**config.mk**
```make
export PLATFORM = sky130hd
export DESIGN_NAME = hid_snapshot_accumulator
export DESIGN_NICKNAME = d
export VERILOG_FILES = /design/src/rtl/hid_snapshot_accumulator.sv
export SDC_FILE = /design/constraint.sdc
export NUM_CORES = 1
export LEC_CHECK = 0
export CAP_MARGIN = 20
export CORE_ASPECT_RATIO = 1.4
export CORE_MARGIN = 2
export CORE_UTILIZATION = 55
export DETAILED_ROUTE_END_ITERATION = 10
export HOLD_SLACK_MARGIN = 0.05
export PLACE_DENSITY_LB_ADDON = 0.3
export SLEW_MARGIN = 20
export SYNTH_ARGS = -nofsm -noshare
export SYNTH_HDL_FRONTEND = slang
export SYNTH_SLANG_ARGS = --single-unit
```
**constraint.sdc**
```tcl
create_clock -name clk -period 3.6 [get_ports clk]
set_input_delay 0.72 -clock clk [delete_from_list [all_inputs] [get_ports clk]]
set_output_delay 0.72 -clock clk [all_outputs]
set_load 0.05 [all_outputs]
```
**src/rtl/hid_snapshot_accumulator.sv**
```systemverilog
// Collects HID mouse motion and keyboard state, and freezes a copy for spi_io on each read.
// Mouse deltas accumulate with saturation; the copy is taken once per synchronised hid_read rise.
module hid_snapshot_accumulator #(
  parameter int unsigned SYNC_STAGES = 2,
  parameter int unsigned DELTA_W     = 16,
  parameter int unsigned WHEEL_W     = 8,
  parameter int unsigned ACC_W       = 32
) (
  input  logic               clk,
  input  logic               reset_n,
  input  logic               hid_read,
  input  logic               kbd_connected_in,
  input  logic               mouse_connected_in,
  input  logic               kbd_report_valid,
  input  logic [7:0]         kbd_report_modifiers,
  input  logic [47:0]        kbd_report_keycodes,
  input  logic               mouse_report_valid,
  input  logic [7:0]         mouse_report_buttons,
  input  logic [DELTA_W-1:0] mouse_report_dx,
  input  logic [DELTA_W-1:0] mouse_report_dy,
  input  logic [WHEEL_W-1:0] mouse_report_dwheel,
  output logic               hid_keyboard_connected,
  output logic               hid_mouse_connected,
  output logic [7:0]         hid_keyboard_modifiers,
  output logic [47:0]        hid_keyboard_keycodes,
  output logic [7:0]         hid_mouse_buttons,
  output logic [ACC_W-1:0]   hid_mouse_x,
  output logic [ACC_W-1:0]   hid_mouse_y,
  output logic [ACC_W-1:0]   hid_mouse_wheel,
  output logic               snapshot_strobe
);

  localparam logic [ACC_W-1:0] AccMax = {1'b0, {(ACC_W-1){1'b1}}};
  localparam logic [ACC_W-1:0] AccMin = {1'b1, {(ACC_W-1){1'b0}}};

  typedef enum logic [1:0] {StWait, StSnap, StHold} state_e;

  state_e state_q, state_d;

  logic [SYNC_STAGES-1:0] sync_q;
  logic                   read_prev_q;
  logic                   read_sync, read_rise, snap;

  logic [ACC_W-1:0] acc_x_q, acc_y_q, acc_w_q;
  logic [ACC_W-1:0] acc_x_d, acc_y_d, acc_w_d;
  logic [ACC_W-1:0] acc_x_upd, acc_y_upd, acc_w_upd;
  logic [7:0]       buttons_q, buttons_d;
  logic [7:0]       mods_q, mods_d;
  logic [47:0]      keys_q, keys_d;

  logic             kbd_conn_q, mouse_conn_q, strobe_q;
  logic [7:0]       out_mods_q, out_buttons_q;
  logic [47:0]      out_keys_q;
  logic [ACC_W-1:0] out_x_q, out_y_q, out_w_q;

  function automatic logic [ACC_W-1:0] sat_add(input logic [ACC_W-1:0] a,
                                               input logic [ACC_W-1:0] b);
    logic [ACC_W:0] sum;
    sum = {a[ACC_W-1], a} + {b[ACC_W-1], b};
    // Top two bits disagree only on signed overflow; the top bit gives its direction.
    if (sum[ACC_W] != sum[ACC_W-1]) begin
      return sum[ACC_W] ? AccMin : AccMax;
    end
    return sum[ACC_W-1:0];
  endfunction

  assign read_sync = sync_q[SYNC_STAGES-1];
  assign read_rise = read_sync & ~read_prev_q;
  assign snap      = (state_q == StSnap);

  always_comb begin
    state_d = state_q;
    unique case (state_q)
      StWait:  if (read_rise) state_d = StSnap;
      StSnap:  state_d = StHold;
      StHold:  if (!read_sync) state_d = StWait;
      default: state_d = StWait;
    endcase
  end

  always_comb begin
    acc_x_upd = acc_x_q;
    acc_y_upd = acc_y_q;
    acc_w_upd = acc_w_q;
    buttons_d = buttons_q;
    if (!mouse_connected_in) begin
      acc_x_upd = '0;
      acc_y_upd = '0;
      acc_w_upd = '0;
      buttons_d = '0;
    end else if (mouse_report_valid) begin
      acc_x_upd = sat_add(acc_x_q,
          {{(ACC_W-DELTA_W){mouse_report_dx[DELTA_W-1]}}, mouse_report_dx});
      acc_y_upd = sat_add(acc_y_q,
          {{(ACC_W-DELTA_W){mouse_report_dy[DELTA_W-1]}}, mouse_report_dy});
      acc_w_upd = sat_add(acc_w_q,
          {{(ACC_W-WHEEL_W){mouse_report_dwheel[WHEEL_W-1]}}, mouse_report_dwheel});
      buttons_d = mouse_report_buttons;
    end
    // A report landing in the snapshot cycle goes into the snapshot, not the next interval.
    acc_x_d = snap ? '0 : acc_x_upd;
    acc_y_d = snap ? '0 : acc_y_upd;
    acc_w_d = snap ? '0 : acc_w_upd;
  end

  always_comb begin
    mods_d = mods_q;
    keys_d = keys_q;
    if (!kbd_connected_in) begin
      mods_d = '0;
      keys_d = '0;
    end else if (kbd_report_valid) begin
      mods_d = kbd_report_modifiers;
      keys_d = kbd_report_keycodes;
    end
  end

  always_ff @(posedge clk or negedge reset_n) begin
    if (!reset_n) begin
      sync_q      <= '0;
      read_prev_q <= 1'b0;
      state_q     <= StWait;
    end else begin
      sync_q[0] <= hid_read;
      for (int i = 1; i < SYNC_STAGES; i++) begin
        sync_q[i] <= sync_q[i-1];
      end
      read_prev_q <= read_sync;
      state_q     <= state_d;
    end
  end

  always_ff @(posedge clk or negedge reset_n) begin
    if (!reset_n) begin
      acc_x_q   <= '0;
      acc_y_q   <= '0;
      acc_w_q   <= '0;
      buttons_q <= '0;
      mods_q    <= '0;
      keys_q    <= '0;
    end else begin
      acc_x_q   <= acc_x_d;
      acc_y_q   <= acc_y_d;
      acc_w_q   <= acc_w_d;
      buttons_q <= buttons_d;
      mods_q    <= mods_d;
      keys_q    <= keys_d;
    end
  end

  always_ff @(posedge clk or negedge reset_n) begin
    if (!reset_n) begin
      kbd_conn_q    <= 1'b0;
      mouse_conn_q  <= 1'b0;
      out_mods_q    <= '0;
      out_keys_q    <= '0;
      out_buttons_q <= '0;
      out_x_q       <= '0;
      out_y_q       <= '0;
      out_w_q       <= '0;
      strobe_q      <= 1'b0;
    end else begin
      strobe_q <= snap;
      if (snap) begin
        kbd_conn_q    <= kbd_connected_in;
        mouse_conn_q  <= mouse_connected_in;
        out_mods_q    <= mods_d;
        out_keys_q    <= keys_d;
        out_buttons_q <= buttons_d;
        out_x_q       <= acc_x_upd;
        out_y_q       <= acc_y_upd;
        out_w_q       <= acc_w_upd;
      end
    end
  end

  assign hid_keyboard_connected = kbd_conn_q;
  assign hid_mouse_connected    = mouse_conn_q;
  assign hid_keyboard_modifiers = out_mods_q;
  assign hid_keyboard_keycodes  = out_keys_q;
  assign hid_mouse_buttons      = out_buttons_q;
  assign hid_mouse_x            = out_x_q;
  assign hid_mouse_y            = out_y_q;
  assign hid_mouse_wheel        = out_w_q;
  assign snapshot_strobe        = strobe_q;

endmodule

```
==> metrics.cfg <==
[timing]
finalSetupTns_ns=0
period_share_pct=96.7
max_freq_mhz=287
setup_viol=0
maxSlewHeadroom_pct=44.9
tightest_slew_ns=0.827
finalCriticalPeriod_ns=3.48
maxSlewViolCount=0
fin_skew_ns=0.0155
final_hold_viol_count=0

[clocking]
cts-htree-levels=1
cts_buffer_depth=3
numCtsBuffers=31
worstSkewPairLatency_ns=0.59
postCtsHoldBufs=0
path_clk_slew_ns=0.07
cts_tree=yes
clkSinkCount=328
cts-root-buf=clkbuf_16

[floorplanning]
num_rows=78
die_w_um=157
die_area_sq_mm=0.0342
chipHeight_um=218
io_pins=274
start_util_pct=55.7
core_sq_mm=0.0323

[synthesis]
postSynthCellCount=1820
yosysWarnings=0
seq_area_frac_synth_pct=45.6
synth_seq_cells=328
synthArstFlopShare_pct=100
synth.distinct_cells=90
synth-edff-count=0
synth.net_count=2030
ys.flop_type=dfrtp_1
synthesis.area_sq_mm=0.0180
avgSynthCellArea_sq_um=9.89

[layout]
seqCellArea_sq_mm=0.00821
fillers=2210
final_area_sq_mm=0.0245
post-route-util_pct=75.9
final_net_count=2531
layout-drive-gt1-share_pct=20.1
areaGrowthSynthToFinish_pct=36.3
multi_input_area_sq_mm=0.00947

[power_and_ir_drop]
p_per_area_mw_per_mm2=609
leakage_uw=0.0115
finalPower_uw=14900
ir_worst_vdd_uv=520

[grt]
grt.overflow.total=0
antenna_found_initial=2
grt_use_total_pct=28.6
grt_pass1_wl_um=79800
grt_pass1_vias=16500
grt_max_degree=97

[placement]
finalWeightedCongestion=0.915
dp_hpwl_um=35500
place_area_sq_mm=0.0232
io_buffers=273

[critical_path]
worst_path_largest_cell_delay_ns=0.40
crit_chain=clkdlybuf4s50_1, buf_4, ha_1, a21oi_1, o21ai_0, a2111oi_2, o21a_1, o2111ai_1, a31o_2, a41oi_4, buf_4, buf_12, nand3_1, o21ai_1, o21ai_0
end_kind=flip-flop
cp-start-kind=primary input
worstPathRequired_ns=4.07
slowest_stage=clkdlybuf4s50_1
critPathKind=primary input to flip-flop
cp.arrival_ns=3.95
crit_start=mouse_report_dx[15]
reg2reg_from=acc_w_q[0]
worst-path-max-fanout=9

[routing]
vias=15800
drtAntennaViolNets=0
drt_iter0_markers=820
dr.pass1.iters=5
wirelength_um=50800
drc=0
vias_per_cell=5.69
wl_per_cell_um=18.3

[worst_hold_path]
hp-class=primary input to async pin

[outcome]
status=finished clean

[run]
maxCapViolCount=0

[cell type report]
| type | count | area share [%] |
|---|---|---|
| antenna | 3 | 0.0306 |
| clock buffer | 40 | 3.42 |
| clock inverter | 10 | 0.505 |
| inverter | 23 | 0.352 |
| multi-input combinational | 1376 | 38.6 |
| sequential | 328 | 33.5 |
| tap | 440 | 2.24 |
| timing repair buffer | 561 | 21.4 |
[logic make-up (layout without fill, tap and decap cells)]
group / after synthesis / count (layout) / synth area share [%]
other cells: 0 / 3 / 0
simple gates: 609 / 609 / 15.9
compound gates: 452 / 452 / 16.7
buf+inv: 116 / 634 / 2.92
fa+ha+maj: 100 / 100 / 7.06
flops: 328 / 328 / 45.6
mux: 133 / 133 / 7.84
xor+xnor: 82 / 82 / 3.99
[cell usage after synthesis (all sizes together), types with 3 or more instances]
cell type  number  share of area [%]
dfrtp         328                 46
nor2          191                4.0
nand2         178                3.7
o21ai         120                3.4
a21oi         104                2.9
ha             96                6.7
nor2b          70                2.5
mux2i          69                3.8
clkbuf         64                1.3
mux2           64                4.0
nor3           63                1.9
o31ai          53                2.2
xnor2          49                2.4
a21o           38                1.6
nand3          36                1.1
xor2           33                1.6
buf            29                1.1
o22ai          27               0.94
inv            21               0.44
nand2b         16               0.56
a31oi          15               0.64
nand4          13               0.45
o211ai         11               0.46
a211oi         10               0.44
o21bai         10               0.42
and2            9               0.31
and3            9               0.31
o21a            9               0.38
a41oi           7               0.44
o2111ai         6               0.33
o41ai           6               0.44
nand3b          5               0.21
and4            4               0.19
a21bo           3               0.17
a21boi          3               0.15
a221oi          3               0.25
a22o            3               0.15
a31o            3               0.15
fa              3               0.33
nor4            3               0.14
or3             3               0.10
[power by group]
part / switching (uW) / internal, uW
Combinational: 4150 / 2790
Clock: 1420 / 1780
Sequential: 423 / 4380
Total: 6000 / 8940
[critical path, delay by kind of cell]
kind | cells | cell delay, ns
AOI/OAI and AO/OA | 9 | 1.88
and+or+nand+nor | 1 | 0.08
buffers and inverters | 4 | 0.89
adders and majority gates | 1 | 0.36
[per-stage QoR]
stage,instances,worst slack [ns],hold slack (ns)
floorplan,1820,0.150,0.331
global placement,2715,-0.505,0.332
detailed placement,2715,-0.569,0.341
CTS,2765,0.0631,0.151
global route,2780,-0.0317,0.160
finish,2781,0.119,0.0930
[per-layer routing]
metal	wire (um)	global-route usage, %	share of wire, %	vias to the layer above
met2	26700	52.6	53	441
met5	0	0	0	-
li1	-	-	-	7513
met4	1940	12.2	3.8	0
met3	2500	3.72	4.9	130
met1	19700	33.0	39	7742
[final timing paths]
kind,slack (ns),end,cells after the start
max,0.12,hid_mouse_x[6],15
min,0.09,hid_mouse_x[13],1
max reg2reg,0.25,hid_mouse_wheel[14],15
min reg2reg,0.35,sync_q[1],0
max in group asynchronous,2.58,keys_q[44],2
min in group clk,0.35,sync_q[1],0
[placed cells by master (no fill, tap or decap), types with 8 or more instances in the layout]
master / n
nand3_1: 33
buf_4: 261
clkdlybuf4s50_1: 269
o22ai_1: 20
a21o_1: 37
and3_1: 9
o21a_1: 9
o21ai_1: 20
o21bai_1: 10
a21oi_1: 100
and2_1: 9
dfrtp_1: 328
nor2_1: 190
nor2b_1: 68
a211oi_1: 8
buf_12: 20
nand4_1: 13
nor3_1: 56
a31oi_1: 12
ha_1: 93
inv_1: 21
nand2b_1: 15
nand2_1: 173
mux2i_1: 68
mux2_2: 64
xor2_1: 33
xnor2_1: 49
o21ai_0: 96
o31ai_1: 52
clkbuf_16: 36
o211ai_1: 11
[registers in the layout (all words and copies together) (netlist names), 2 cells and up]
| register | count |
|---|---|
| hid_keyboard_modifiers | 8 |
| hid_mouse_wheel | 32 |
| buttons_q | 8 |
| state_q | 2 |
| mods_q | 8 |
| acc_x_q | 32 |
| hid_mouse_y | 32 |
| keys_q | 48 |
| sync_q | 2 |
| hid_mouse_buttons | 8 |
| hid_keyboard_keycodes | 48 |
| acc_w_q | 32 |
| acc_y_q | 32 |
| hid_mouse_x | 32 |
[what timing repair did]
action	CTS	global route
gates resized for setup	0	46
buffers inserted	0	7
setup endpoints to repair	0	170
(Power assumes the default switching activity.)
